<file path="src/rtl/common_pkg.sv">
// Shared definitions for the instruction-fetch memory side: default SRAM
// address width, reset PC, the responder FSM state type and the helpers
// that decide how a fetched word turns into an instruction.
package common;

   localparam int MEM_AW_DEF = 12;
   localparam logic [31:0] PC_INIT = 32'h0000_0000;

   typedef enum logic [1:0] {
      IDLE,
      RD_LO,
      RD_HI,
      RESP
   } imem_state_t;

   // Outcome of looking at the first SRAM word of a fetch.
   // straddle: a 32-bit instruction starts in the upper halfword, so the
   // next word is needed. data/is_c are only meaningful when !straddle.
   typedef struct packed {
      logic        straddle;
      logic        is_c;
      logic [31:0] data;
   } lo_decision_t;

   // A halfword opens a compressed instruction unless its low two bits are 11.
   function automatic logic is_rvc(input logic [15:0] halfword);
      return (halfword & 16'h0003) != 16'h0003;
   endfunction

   // Decide what the first word yields, given which halfword the PC selects.
   function automatic lo_decision_t decode_lo(input logic [31:0] word,
                                              input logic        upper);
      lo_decision_t d;
      logic [15:0]  first_half;
      first_half = upper ? word[31:16] : word[15:0];
      d.is_c     = is_rvc(first_half);
      d.straddle = upper && !d.is_c;
      if (d.is_c) begin
         d.data = {16'h0000, first_half};
      end else begin
         d.data = word;
      end
      return d;
   endfunction

endpackage

</file>
<file path="src/rtl/imem_word_buf.sv">
// One-entry buffer remembering the last word the SRAM returned, so a fetch
// that lands in the same word again can skip the SRAM read. Only built when
// IMEM_WORD_BUF_EN is defined.
module imem_word_buf
   import common::*;
#(
   parameter int MEM_AW = MEM_AW_DEF
) (
   input  logic              clk,
   input  logic              reset_n,
   input  logic              wr_en,
   input  logic [MEM_AW-1:0] wr_idx,
   input  logic [31:0]       wr_data,
   input  logic [MEM_AW-1:0] rd_idx,
   output logic              hit,
   output logic [31:0]       rd_data
);

   logic              valid;
   logic [MEM_AW-1:0] idx;
   logic [31:0]       data;

   // Capture every SRAM return; reset invalidates the entry.
   always_ff @(posedge clk) begin
      if (!reset_n) begin
         valid <= 1'b0;
         idx   <= '0;
         data  <= '0;
      end else if (wr_en) begin
         valid <= 1'b1;
         idx   <= wr_idx;
         data  <= wr_data;
      end
   end

   assign hit     = valid && (idx == rd_idx);
   assign rd_data = data;

endmodule

</file>
<file path="src/rtl/imem_responder.sv">
// Instruction-memory responder: takes the fetch stage's level request,
// reads a word-organised 1-cycle-latency SRAM (twice when a 32-bit
// instruction straddles two words) and returns a registered instruction
// with a one-cycle imem_resp pulse.
// Optional feature macro: IMEM_WORD_BUF_EN adds a last-word buffer that
// lets repeat fetches into the same word skip the first SRAM read.
module imem_responder
   import common::*;
#(
   parameter int MEM_AW = MEM_AW_DEF,
   parameter int PC_W   = 32
) (
   input  logic              clk,
   input  logic              reset_n,
   input  logic              imem_req,
   input  logic [PC_W-1:0]   imem_req_addr,
   output logic [31:0]       imem_data,
   output logic              imem_resp,
   output logic              is_compress,
   output logic              mem_rd_en,
   output logic [MEM_AW-1:0] mem_rd_addr,
   input  logic [31:0]       mem_rd_data
);

   imem_state_t       state, state_nxt;
   logic [MEM_AW-1:0] cap_idx, cap_idx_nxt;
   logic              cap_hi, cap_hi_nxt;
   logic [15:0]       held, held_nxt;
   logic [31:0]       data_nxt;
   logic              comp_nxt;
   logic              resp_nxt;
   lo_decision_t      dec;

   logic [MEM_AW-1:0] req_idx;
   logic              req_hi;
   logic              unused_addr_bits;

   assign req_idx          = imem_req_addr[MEM_AW+1:2];
   assign req_hi           = imem_req_addr[1];
   assign unused_addr_bits = ^{imem_req_addr[PC_W-1:MEM_AW+2], imem_req_addr[0]};

`ifdef IMEM_WORD_BUF_EN
   logic              buf_hit;
   logic [31:0]       buf_data;
   logic              buf_wr_en;
   logic [MEM_AW-1:0] buf_wr_idx;
   lo_decision_t      hit_dec;

   imem_word_buf #(
      .MEM_AW (MEM_AW)
   ) u_word_buf (
      .clk     (clk),
      .reset_n (reset_n),
      .wr_en   (buf_wr_en),
      .wr_idx  (buf_wr_idx),
      .wr_data (mem_rd_data),
      .rd_idx  (req_idx),
      .hit     (buf_hit),
      .rd_data (buf_data)
   );
`endif

   // State, captured request and registered response outputs.
   always_ff @(posedge clk) begin
      if (!reset_n) begin
         state       <= IDLE;
         cap_idx     <= '0;
         cap_hi      <= 1'b0;
         held        <= '0;
         imem_data   <= '0;
         is_compress <= 1'b0;
         imem_resp   <= 1'b0;
      end else begin
         state       <= state_nxt;
         cap_idx     <= cap_idx_nxt;
         cap_hi      <= cap_hi_nxt;
         held        <= held_nxt;
         imem_data   <= data_nxt;
         is_compress <= comp_nxt;
         imem_resp   <= resp_nxt;
      end
   end

   // Next state, SRAM read strobe/address and the values to register.
   // imem_resp is loaded on the transition into RESP, so it is high exactly
   // during the RESP cycle. Once captured, a request runs to completion off
   // cap_idx/cap_hi regardless of what imem_req does afterwards.
   always_comb begin
      state_nxt   = state;
      cap_idx_nxt = cap_idx;
      cap_hi_nxt  = cap_hi;
      held_nxt    = held;
      data_nxt    = imem_data;
      comp_nxt    = is_compress;
      resp_nxt    = 1'b0;
      mem_rd_en   = 1'b0;
      mem_rd_addr = '0;
      dec         = decode_lo(mem_rd_data, cap_hi);
`ifdef IMEM_WORD_BUF_EN
      buf_wr_en   = 1'b0;
      buf_wr_idx  = cap_idx;
      hit_dec     = decode_lo(buf_data, req_hi);
`endif

      case (state)
         IDLE: begin
            if (imem_req) begin
               cap_idx_nxt = req_idx;
               cap_hi_nxt  = req_hi;
`ifdef IMEM_WORD_BUF_EN
               if (buf_hit) begin
                  if (hit_dec.straddle) begin
                     held_nxt    = buf_data[31:16];
                     mem_rd_en   = 1'b1;
                     mem_rd_addr = req_idx + MEM_AW'(1);
                     state_nxt   = RD_HI;
                  end else begin
                     data_nxt  = hit_dec.data;
                     comp_nxt  = hit_dec.is_c;
                     resp_nxt  = 1'b1;
                     state_nxt = RESP;
                  end
               end else begin
                  mem_rd_en   = 1'b1;
                  mem_rd_addr = req_idx;
                  state_nxt   = RD_LO;
               end
`else
               mem_rd_en   = 1'b1;
               mem_rd_addr = req_idx;
               state_nxt   = RD_LO;
`endif
            end
         end

         RD_LO: begin
`ifdef IMEM_WORD_BUF_EN
            buf_wr_en  = 1'b1;
            buf_wr_idx = cap_idx;
`endif
            if (dec.straddle) begin
               held_nxt    = mem_rd_data[31:16];
               mem_rd_en   = 1'b1;
               mem_rd_addr = cap_idx + MEM_AW'(1);
               state_nxt   = RD_HI;
            end else begin
               data_nxt  = dec.data;
               comp_nxt  = dec.is_c;
               resp_nxt  = 1'b1;
               state_nxt = RESP;
            end
         end

         RD_HI: begin
`ifdef IMEM_WORD_BUF_EN
            buf_wr_en  = 1'b1;
            buf_wr_idx = cap_idx + MEM_AW'(1);
`endif
            data_nxt  = {mem_rd_data[15:0], held};
            comp_nxt  = 1'b0;
            resp_nxt  = 1'b1;
            state_nxt = RESP;
         end

         RESP: begin
            state_nxt = IDLE;
         end

         default: begin
            state_nxt = IDLE;
         end
      endcase
   end

endmodule

</file>
<file path="config.mk">
export PLATFORM = sky130hd
export DESIGN_NAME = imem_responder
export DESIGN_NICKNAME = d
export VERILOG_FILES = /design/src/rtl/common_pkg.sv /design/src/rtl/imem_word_buf.sv /design/src/rtl/imem_responder.sv
export SDC_FILE = /design/constraint.sdc
export NUM_CORES = 1
export LEC_CHECK = 0
export CAP_MARGIN = 0
export CORE_ASPECT_RATIO = 1.75
export CORE_MARGIN = 2
export CORE_UTILIZATION = 49
export DETAILED_ROUTE_END_ITERATION = 12
export PLACE_DENSITY = 0.86
export SLEW_MARGIN = 5
export SYNTH_ARGS = -nofsm -noshare
export SYNTH_HDL_FRONTEND = slang
export SYNTH_HIERARCHICAL = 1
export SYNTH_SLANG_ARGS = --single-unit
</file>
<file path="constraint.sdc">
create_clock -name clk -period 2.7 [get_ports clk]
set_input_delay 0.81 -clock clk [delete_from_list [all_inputs] [get_ports clk]]
set_output_delay 0.81 -clock clk [all_outputs]
set_load 0.01 [all_outputs]
</file>
* Yosys cells after proc, flatten, opt, wreduce, memory -nomap -nowiden
Cells that the tools add are included.
** Operators by class
- Add/subtract/negate cells :: 1
- Equal/unequal tests :: 6
- Mux-type cells :: 17
- Reduce and logical (&&, ||, !) cells :: 7
** Operator list (count)
- $mux W32 :: 2
- $pmux W32 S2 :: 1
- $mux W12 :: 2
- $pmux W12 S2 :: 1
- $mux W16 :: 1
- $add A12 B1 Y12 const B :: 1
- $pmux W2 S4 :: 1
- $ne A2 B2 Y1 const B :: 3
- $pmux W1 S2 :: 3
- $reduce_and A2 Y1 :: 3
- $mux W1 :: 5
- $eq A2 B2 Y1 const B :: 2
- $eq A2 B1 Y1 const B :: 1
- $logic_not A2 Y1 :: 1
- $mux W2 :: 1
- $reduce_bool A2 Y1 :: 1
- $logic_and A1 B1 Y1 :: 1
- $logic_not A1 Y1 :: 1
** Word-level totals
- Register bits after elaboration :: 65
- Output and inout bits :: 47

* Logic depth before layout (Yosys ltp)
Gate-level depths: netlist (run 1).
- Word-level depth :: 6
- Depth in mapped cells :: 8
- Gate-level depth less buffers :: 6

* Worst setup path after synthesis (run 1)
Ideal clock, no wire load.
- Path type :: input port to output port
- From :: input mem_rd_data[16]
- To :: output mem_rd_addr[2]
- Arrival time :: 1.621 ns
- Data required time :: 1.890 ns
- Slack :: 0.269 ns
- Stages on the path :: 4
- Path buffers :: 2
- Cell sequence :: buf_4 > nand4_4 > clkbuf_1 > o21ai_0
** On the way
- Cells in the longest elaborated chain, start to end :: 6
** RTL lines
- start, declared :: line imem_responder.sv:22 : input logic [31:0] mem_rd_data
- $mux W16 :: line common_pkg.sv:35 : first_half = upper ? word[31:16] : word[15:0];
- $ne A2 B2 Y1 :: line common_pkg.sv:27 : return (halfword & 16'h0003) != 16'h0003;
- $logic_not A1 Y1 :: line common_pkg.sv:37 : d.straddle = upper && !d.is_c;
- $logic_and A1 B1 Y1 :: line common_pkg.sv:37
- $mux W12 :: line imem_responder.sv:141 : if (dec.straddle) begin
- $pmux W12 S2 :: line imem_responder.sv:105 : case (state)
- end, declared :: line imem_responder.sv:21 : output logic [MEM_AW-1:0] mem_rd_addr,
Every way passes these cells.

* Worst setup path after layout (run 1)
- From :: input imem_req
- To :: output mem_rd_addr[0]
** On the way
- Cells in the longest elaborated chain, start to end :: 2
** RTL lines
- start, declared :: line imem_responder.sv:15 : input logic imem_req,
- $mux W12 :: line imem_responder.sv:107 : if (imem_req) begin
- $pmux W12 S2 :: line imem_responder.sv:105
Every way passes these cells.

==> metrics.md, run 1 <==
| Metric | Value |
|---|---|
| Die outline area | 0.00742 mm2 |
| Power, Total | 4.58 mW |
| I/O pin total | 114 |
| Crit path cell chain | dlygate4sd2_1, and2_4, buf_12, nand2_1, o21ai_0, dlygate4sd2_1 |
| Number of antenna violations at the first check in global routing | 0 |
| Synthesized instance count | 402 |
| HPWL reported at the end of detailed placement | 5.91 mm |
| 1st-iter DRT viols | 121 |
| Master cell of the clock root buffer | sky130_fd_sc_hd__clkbuf_16 |
| Cell types with the largest area share after synthesis | sky130_fd_sc_hd__dfxtp_1, sky130_fd_sc_hd__nand2_1, sky130_fd_sc_hd__a21boi_0 |
| Cell type with the largest total area after synthesis | sky130_fd_sc_hd__dfxtp_1 |
| DRC errors left | 0 |
| Avg Synthesized Cell Area | 8.20 um2 |
| Slew at the pin closest to its max-slew limit | 0.754 ns |
| Final std cells w/o fill | 586 |
| Cell-internal power | 2.98 mW |
| Maximum resistive drop on vdd | 0.000786 V |
| Weighted congestion at the end of routability-driven global placement | 0.786 |
| H-tree Lvls | 3 |
| Max Cap Violations | 0 |
| Hold buffer count at cts | 0 |
| Global-route wire length before repair | 14.8 mm |
| Arrival time at the worst endpoint | 1.85 ns |
| Sw Share | 0.349 |
| Site Rows | 39 |
| P_sw | 1.60 mW |
| # placed instances | 568 |
| Type of destination of the critical path | primary output |
| Antenna violation net count after detailed routing | 0 |
| Pin count of the biggest net entering global routing | 80 |
| P per Cell Area | 977 mW/mm2 |
| Highest clock rate | 376 MHz |
| Total routing usage reported by global routing | 0.253 |
| Pins Over Slew Limit | 0 |
| Buffer levels on the longest clock path | 2 |
| Worst-case clock skew | 0.00637 ns |
| Status | finished, final reports clean |
| Count of final hold-check violations | 0 |
| Biggest fanout along the worst timing path | 13 |
| Vertical die dimension | 112 um |
| Congestion Overflow GR | 0 |
| Clock transition at path regs | 0.05 ns |
| Combinational fraction of design power | 0.447 |
| Worst Setup Path Type | input pin to primary output |
| Vias after detailed routing | 3241 |
| Share of final-layout standard cells stronger than drive strength 1 | 0.123 |
| Part of the Yosys area used for sequential elements | 0.395 |
| EDFF count, synth | 0 |
| Starting density of the core | 0.504 |
| DR WL/cell | 15.0 um |
| Total CTS buffers | 9 |
| #FFs+latches synth | 65 |
| DIE WIDTH | 66.0 um |
| Share of power burned in registers | 0.311 |
| Fraction of registers with async set/reset | 0 |
| HP Class | register to register |
| Routed wire length | 8.77 mm |
| Most frequent cells after synthesis | sky130_fd_sc_hd__nand2_1, sky130_fd_sc_hd__dfxtp_1, sky130_fd_sc_hd__nand3_1, sky130_fd_sc_hd__o21ai_0, sky130_fd_sc_hd__a21boi_0 |
| Total buffers and inverters traversed by the critical path | 3 |
| Leak | 1.73 nW |
| Top cell type's share of synthesized area | 0.395 |
| Most used standard cell by instance count after synthesis | sky130_fd_sc_hd__nand2_1 |
| CTS tree | yes |
| Number of detailed-route iterations in the first pass | 4 |
| Layout-stage area growth over the synthesis result | 42.4% |
| Critical path's largest stage delay | 0.29 ns |
| Netlist area before placement | 0.00330 mm2 |
| Number of synthesis warnings | 6 |
| Setup repair after global routing missed its margin | true |
| Number of distinct library cells after synthesis | 41 |
| Vias in the first global route | 3212 |
| Net count of the mapped netlist | 473 |
| Clk network pwr share | 0.242 |
| Cell repeated most along the worst path | sky130_fd_sc_hd__dlygate4sd2_1 |
| Num Clock Sinks | 65 |
| Worst relative slew slack | 0.497 |
| Setup total negative slack | 0 ns |
| Final-report setup violation count | 0 |
| Port Buffers | 94 |
| Crit path time final | 2.66 ns |
| Final critical-path share of the clock period | 0.985 |
| Crit path launch type | input pin |
| Worst-path cell with the longest stage delay | sky130_fd_sc_hd__dlygate4sd2_1 |
| Top cell family by delay on the critical path | buffers and inverters |
| Diodes inserted | 0 |
| Required time at the worst-slack endpoint | 1.89 ns |
| Core Area | 0.00654 mm2 |
| Vias per inst | 5.53 |
| Final net count | 570 |
| Final worst hold slack | 0.448 ns |
| Skew-Pair Late Insertion Delay | 0.33 ns |
| Synth Flop Type | sky130_fd_sc_hd__dfxtp_1 |
-- placed cells by master (no fill, tap or decap), types with 6 or more instances in the layout --
cell type	netlist	final
sky130_fd_sc_hd__nand2_1	68	68
sky130_fd_sc_hd__clkdlybuf4s50_1	0	77
sky130_fd_sc_hd__a221oi_1	14	14
sky130_fd_sc_hd__a211oi_1	14	14
sky130_fd_sc_hd__clkbuf_16	0	9
sky130_fd_sc_hd__nand3_1	33	33
sky130_fd_sc_hd__dlygate4sd2_1	0	13
sky130_fd_sc_hd__dfxtp_1	65	62
sky130_fd_sc_hd__a21oi_1	6	6
sky130_fd_sc_hd__a21boi_0	27	27
sky130_fd_sc_hd__nor2_1	22	22
sky130_fd_sc_hd__o21ai_0	33	33
sky130_fd_sc_hd__buf_4	4	20
sky130_fd_sc_hd__nand2b_1	15	15
sky130_fd_sc_hd__o21ai_1	13	13
sky130_fd_sc_hd__xnor2_1	7	7
sky130_fd_sc_hd__nor2b_1	15	15
-- stage by stage --
stage	setup slack, ns	area [um2]	util
after floorplan	0.269	3300	-
after global placement	-0.499	4370	0.668
after detailed placement	-0.539	4370	0.668
after CTS	0.00907	4670	0.715
after global routing	-0.00541	4690	0.718
final	0.0400	4690	0.718
-- final cells by class --
cell class	count	area, um2
multi-input cells	301	1820
fillers	519	1850
clock buffers	14	284
repair buffers	119	1160
inverters	3	11.3
well taps	82	103
flip-flops and latches	65	1310
clock inverters	2	10.0
-- cells by family (layout without fill, tap and decap cells) --
logic type	count (synthesis)	count (layout)	synth area share
buf+inv	37	138	0.0680
mux	2	2	0.00607
xor+xnor	10	10	0.0266
simple gates	168	169	0.254
fa+ha+maj	4	4	0.0152
compound gates	116	116	0.236
flops	65	65	0.395
-- worst min-delay path: stages (launching register included) --
cell and delay [ns]:
sky130_fd_sc_hd__dfxtp_1 0.30, sky130_fd_sc_hd__nand2_1 0.05, sky130_fd_sc_hd__a21boi_1 0.05
-- routing by layer --
metal | wire length, um | GRT usage | vias to the layer above
li1 | - | - | 1595
met1 | 3240 | 0.273 | 1528
met2 | 4840 | 0.455 | 101
met3 | 483 | 0.0601 | 17
met4 | 206 | 0.116 | 0
met5 | 0 | 0 | -
-- sequential cells by signal (all words and copies together) (netlist names) --
signal,flops
imem_data,32
held,16
cap_idx,12
state,2
cap_hi,1
imem_resp,1
is_compress,1
-- worst paths after layout --
path / startpoint / to / slack (ns) / cells after the start
setup / recovery: imem_req / mem_rd_addr[0] / 0.04 / 6
hold / removal: imem_data[0]$_SDFFE_PN0P_ / imem_data[0]$_SDFFE_PN0P_ / 0.45 / 2
setup reg to reg: state[1]$_SDFFE_PN0P_ / imem_data[28]$_SDFFE_PN0P_ / 0.68 / 9
hold reg to reg: imem_data[0]$_SDFFE_PN0P_ / imem_data[0]$_SDFFE_PN0P_ / 0.45 / 2
-- power by group through the flow --
| stage | Clock [mW] | Combinational [mW] | Sequential, mW |
|---|---|---|---|
| 2_1_floorplan | 0 | 1.02 | 1.51 |
| 6_report | 1.11 | 2.05 | 1.43 |
| 4_1_cts | 1.13 | 2.05 | 1.42 |
| 5_1_grt | 1.17 | 2.26 | 1.46 |
| 3_3_place_gp | 0 | 2.01 | 1.42 |
| 3_5_place_dp | 0 | 2.06 | 1.43 |
-- repair_timing --
action	CTS	global route
endpoints found under the setup margin	13	11
gates resized for setup	24	9
buffers inserted	1	0
pin swaps	1	0
hold endpoints to repair	0	0
cloned	1	0
Power figures use the tool's default switching activity.
==> run 2, diff against run 1 <==
Settings changed: CORE_MARGIN 2 to default.
==> metrics.md, run 2 (synthesis results as in run 1) <==
| Metric | Value |
|---|---|
| Status | finished, final reports clean |
| I/O pin total | 114 (unchanged) |
| Startpoint of the lowest-slack register-to-register path | state[1]$_SDFFE_PN0P_ |
| Number of antenna violations at the first check in global routing | 0 (unchanged) |
| Arrival time at the worst endpoint | 1.84 ns (about the same) |
| Num Clock Sinks | 65 (unchanged) |
| Slew at the pin closest to its max-slew limit | 0.594 ns (-0.160 ns) |
| Sw Share | 0.341 (-0.00787) |
| Global-route wire length before repair | 14.9 mm (+0.75%) |
| HPWL reported at the end of detailed placement | 6.15 mm (+4.1%) |
| CTS tree | yes |
| Buffer levels on the longest clock path | 2 (unchanged) |
| Site Rows | 39 (unchanged) |
| Top cell family by delay on the critical path | simple AND/OR/NAND/NOR gates |
| Total routing usage reported by global routing | 0.273 (+0.0194) |
| Combinational fraction of design power | 0.446 (about the same) |
| Total CTS buffers | 9 (unchanged) |
| Launch point of the worst hold path | held[8]$_SDFFE_PN0N_ |
| 1st-iter DRT viols | 187 (+55%) |
| Crit path time final | 2.65 ns (-0.0129 ns) |
| Setup repair after global routing missed its margin | false |
| P per Cell Area | 1010 mW/mm2 (+3.4%) |
| Starting density of the core | 0.508 (+0.00379) |
| Share of final-layout standard cells stronger than drive strength 1 | 0.139 (+0.0162) |
| Final net count | 577 (+1.2%) |
| Vertical die dimension | 110 um (-1.8%) |
| Max Cap Violations | 0 (unchanged) |
| Routed wire length | 9.17 mm (+4.6%) |
| # placed instances | 575 (+1.2%) |
| Diodes inserted | 0 (unchanged) |
| Cell-internal power | 3.14 mW (+5.3%) |
| Final core utilization | 0.727 (+0.00983) |
| Antenna violation net count after detailed routing | 0 (unchanged) |
| Most common cell after layout, fill and taps aside | sky130_fd_sc_hd__clkdlybuf4s50_1 |
| Maximum resistive drop on vdd | 0.000622 V (-21%) |
| Register bank with the most flops | imem_data |
| Biggest fanout along the worst timing path | 7 (-6) |
| DR WL/cell | 15.5 um (+3.5%) |
| HP Class | register to register |
| DRC errors left | 0 (unchanged) |
| Power, Total | 4.77 mW (+4.1%) |
| Pin count of the biggest net entering global routing | 38 (-53%) |
| Highest clock rate | 378 MHz (+0.49%) |
| Type of destination of the critical path | primary output |
| Pins Over Slew Limit | 0 (unchanged) |
| Master cell of the clock root buffer | sky130_fd_sc_hd__clkbuf_16 |
| Vias in the first global route | 3210 (-0.062%) |
| Worst-path cell with the longest stage delay | sky130_fd_sc_hd__dfxtp_1 |
| Count of final hold-check violations | 0 (unchanged) |
| Critical path's largest stage delay | 0.34 ns (+0.05 ns) |
| Area of the multi-input gates | 0.00180 mm2 (-1.0%) |
| DIE WIDTH | 64.0 um (-3.0%) |
| Max reg flops | 32 (unchanged) |
| Timing startpoint of the critical path | state[1]$_SDFFE_PN0P_ |
| Flip-flop and latch area | 0.00130 mm2 (-0.29%) |
| Clk network pwr share | 0.254 (+0.012) |
| # fillers | 502 (-3.3%) |
| Biggest regs | imem_data (32), held (16), cap_idx (12) |
| Leak | 1.74 nW (+0.81%) |
| Worst Setup Path Type | register to primary output |
| Clock transition at path regs | 0.05 ns (about the same) |
| Crit path launch type | register |
| Cell repeated most along the worst path | sky130_fd_sc_hd__nand2_1 |
| Vias after detailed routing | 3315 (+2.3%) |
| Final std cells w/o fill | 592 (+1.0%) |
| Core Area | 0.00649 mm2 (-0.75%) |
| Vias per inst | 5.60 (+1.2%) |
| H-tree Lvls | 3 (unchanged) |
| Worst relative slew slack | 0.603 (+0.106) |
| Crit path cell chain | inv_1, ha_2, and4_1, nand2_1, nand2_1, clkdlybuf4s15_2 |
| Required time at the worst-slack endpoint | 1.89 ns (about the same) |
| Worst-case clock skew | 0.00389 ns (-0.00248 ns) |
| Layout-stage area growth over the synthesis result | 43.2% |
| P_sw | 1.63 mW (+1.7%) |
| Final critical-path share of the clock period | 0.980 (-0.00476) |
| Number of detailed-route iterations in the first pass | 5 (+1) |
| Final-report setup violation count | 0 (unchanged) |
| Skew-Pair Late Insertion Delay | 0.33 ns (about the same) |
| Total buffers and inverters traversed by the critical path | 2 (-1) |
| Share of power burned in registers | 0.300 (-0.011) |
| Die outline area | 0.00707 mm2 (-4.8%) |
| Congestion Overflow GR | 0 (unchanged) |
| Weighted congestion at the end of routability-driven global placement | 0.841 (+7.0%) |
| Port Buffers | 94 (unchanged) |
| Most used cells in the layout excluding fill and tap cells | sky130_fd_sc_hd__clkdlybuf4s50_1, sky130_fd_sc_hd__nand2_1, sky130_fd_sc_hd__dfxtp_1, sky130_fd_sc_hd__nand3_1, sky130_fd_sc_hd__o21ai_0 |
run 2: cell types whose count changed in the layout (fill, tap and decap cells not counted), sizes merged:
cell,change
buf,+16
clkbuf,-2
clkinv,-1
bufinv,+2
dlygate4sd2,-10
clkdlybuf4s15,+1
run 2: routing by layer:
| layer | global-route usage | part of all wire | vias to the layer above |
|---|---|---|---|
| met5 | 0 | 0 | - |
| met4 | 0.145 | 0.030 | 0 |
| met3 | 0.0620 | 0.049 | 21 |
| met2 | 0.491 | 0.55 | 117 |
| met1 | 0.283 | 0.37 | 1564 |
| li1 | - | - | 1613 |
run 2: power groups by stage:
stage | Clock [mW] | Sequential [mW] | Combinational (mW)
finish | 1.21 | 1.43 | 2.13
global route | 1.27 | 1.46 | 2.31
CTS | 1.23 | 1.43 | 2.14
detailed placement | 0 | 1.44 | 2.13
global placement | 0 | 1.42 | 2.08
floorplan | 0 | 1.51 | 1.02
run 2: final timing paths:
check / cells past startpoint / slack [ns] / endpoint
worst min-delay path: 2 / 0.46 / held[8]$_SDFFE_PN0N_
worst max register to register: 9 / 0.64 / imem_data[20]$_SDFFE_PN0P_
worst max-delay path: 6 / 0.05 / mem_rd_addr[1]
worst min register to register: 2 / 0.46 / held[8]$_SDFFE_PN0N_
run 2: cell type report:
cell class,count,area share
inverters,3,0.00239
repair buffers,126,0.253
multi-input cells,301,0.381
flip-flops and latches,65,0.276
well taps,82,0.0217
clock inverters,3,0.0138
clock buffers,12,0.0522
run 2: worst reg2reg max path, delay by kind of cell (launching register included):
kind | cells | cell delay (ns)
buf+inv | 4 | 0.64
compound gates | 2 | 0.39
flops | 1 | 0.38
fa+ha+maj | 1 | 0.27
simple gates | 2 | 0.26
run 2: repair_timing:
item,4_1_cts,5_1_grt
buffers inserted,1,0
pin swaps,1,0
cloned,1,0
setup endpoints to repair,13,2
resized for setup,55,1
hold endpoints to repair,0,0
hold buffers,0,0
run 2: stage by stage:
stage	hold slack, ns	setup WS [ns]	instance area (um2)	setup TNS, ns
6_report	0.457	0.0528	4720	0
5_1_grt	0.474	0.00632	4720	0
4_1_cts	0.458	0.0198	4730	0
3_5_place_dp	0.451	-0.542	4430	-6.68
3_3_place_gp	0.441	-0.513	4430	-6.39
2_1_floorplan	0.438	0.269	3300	0
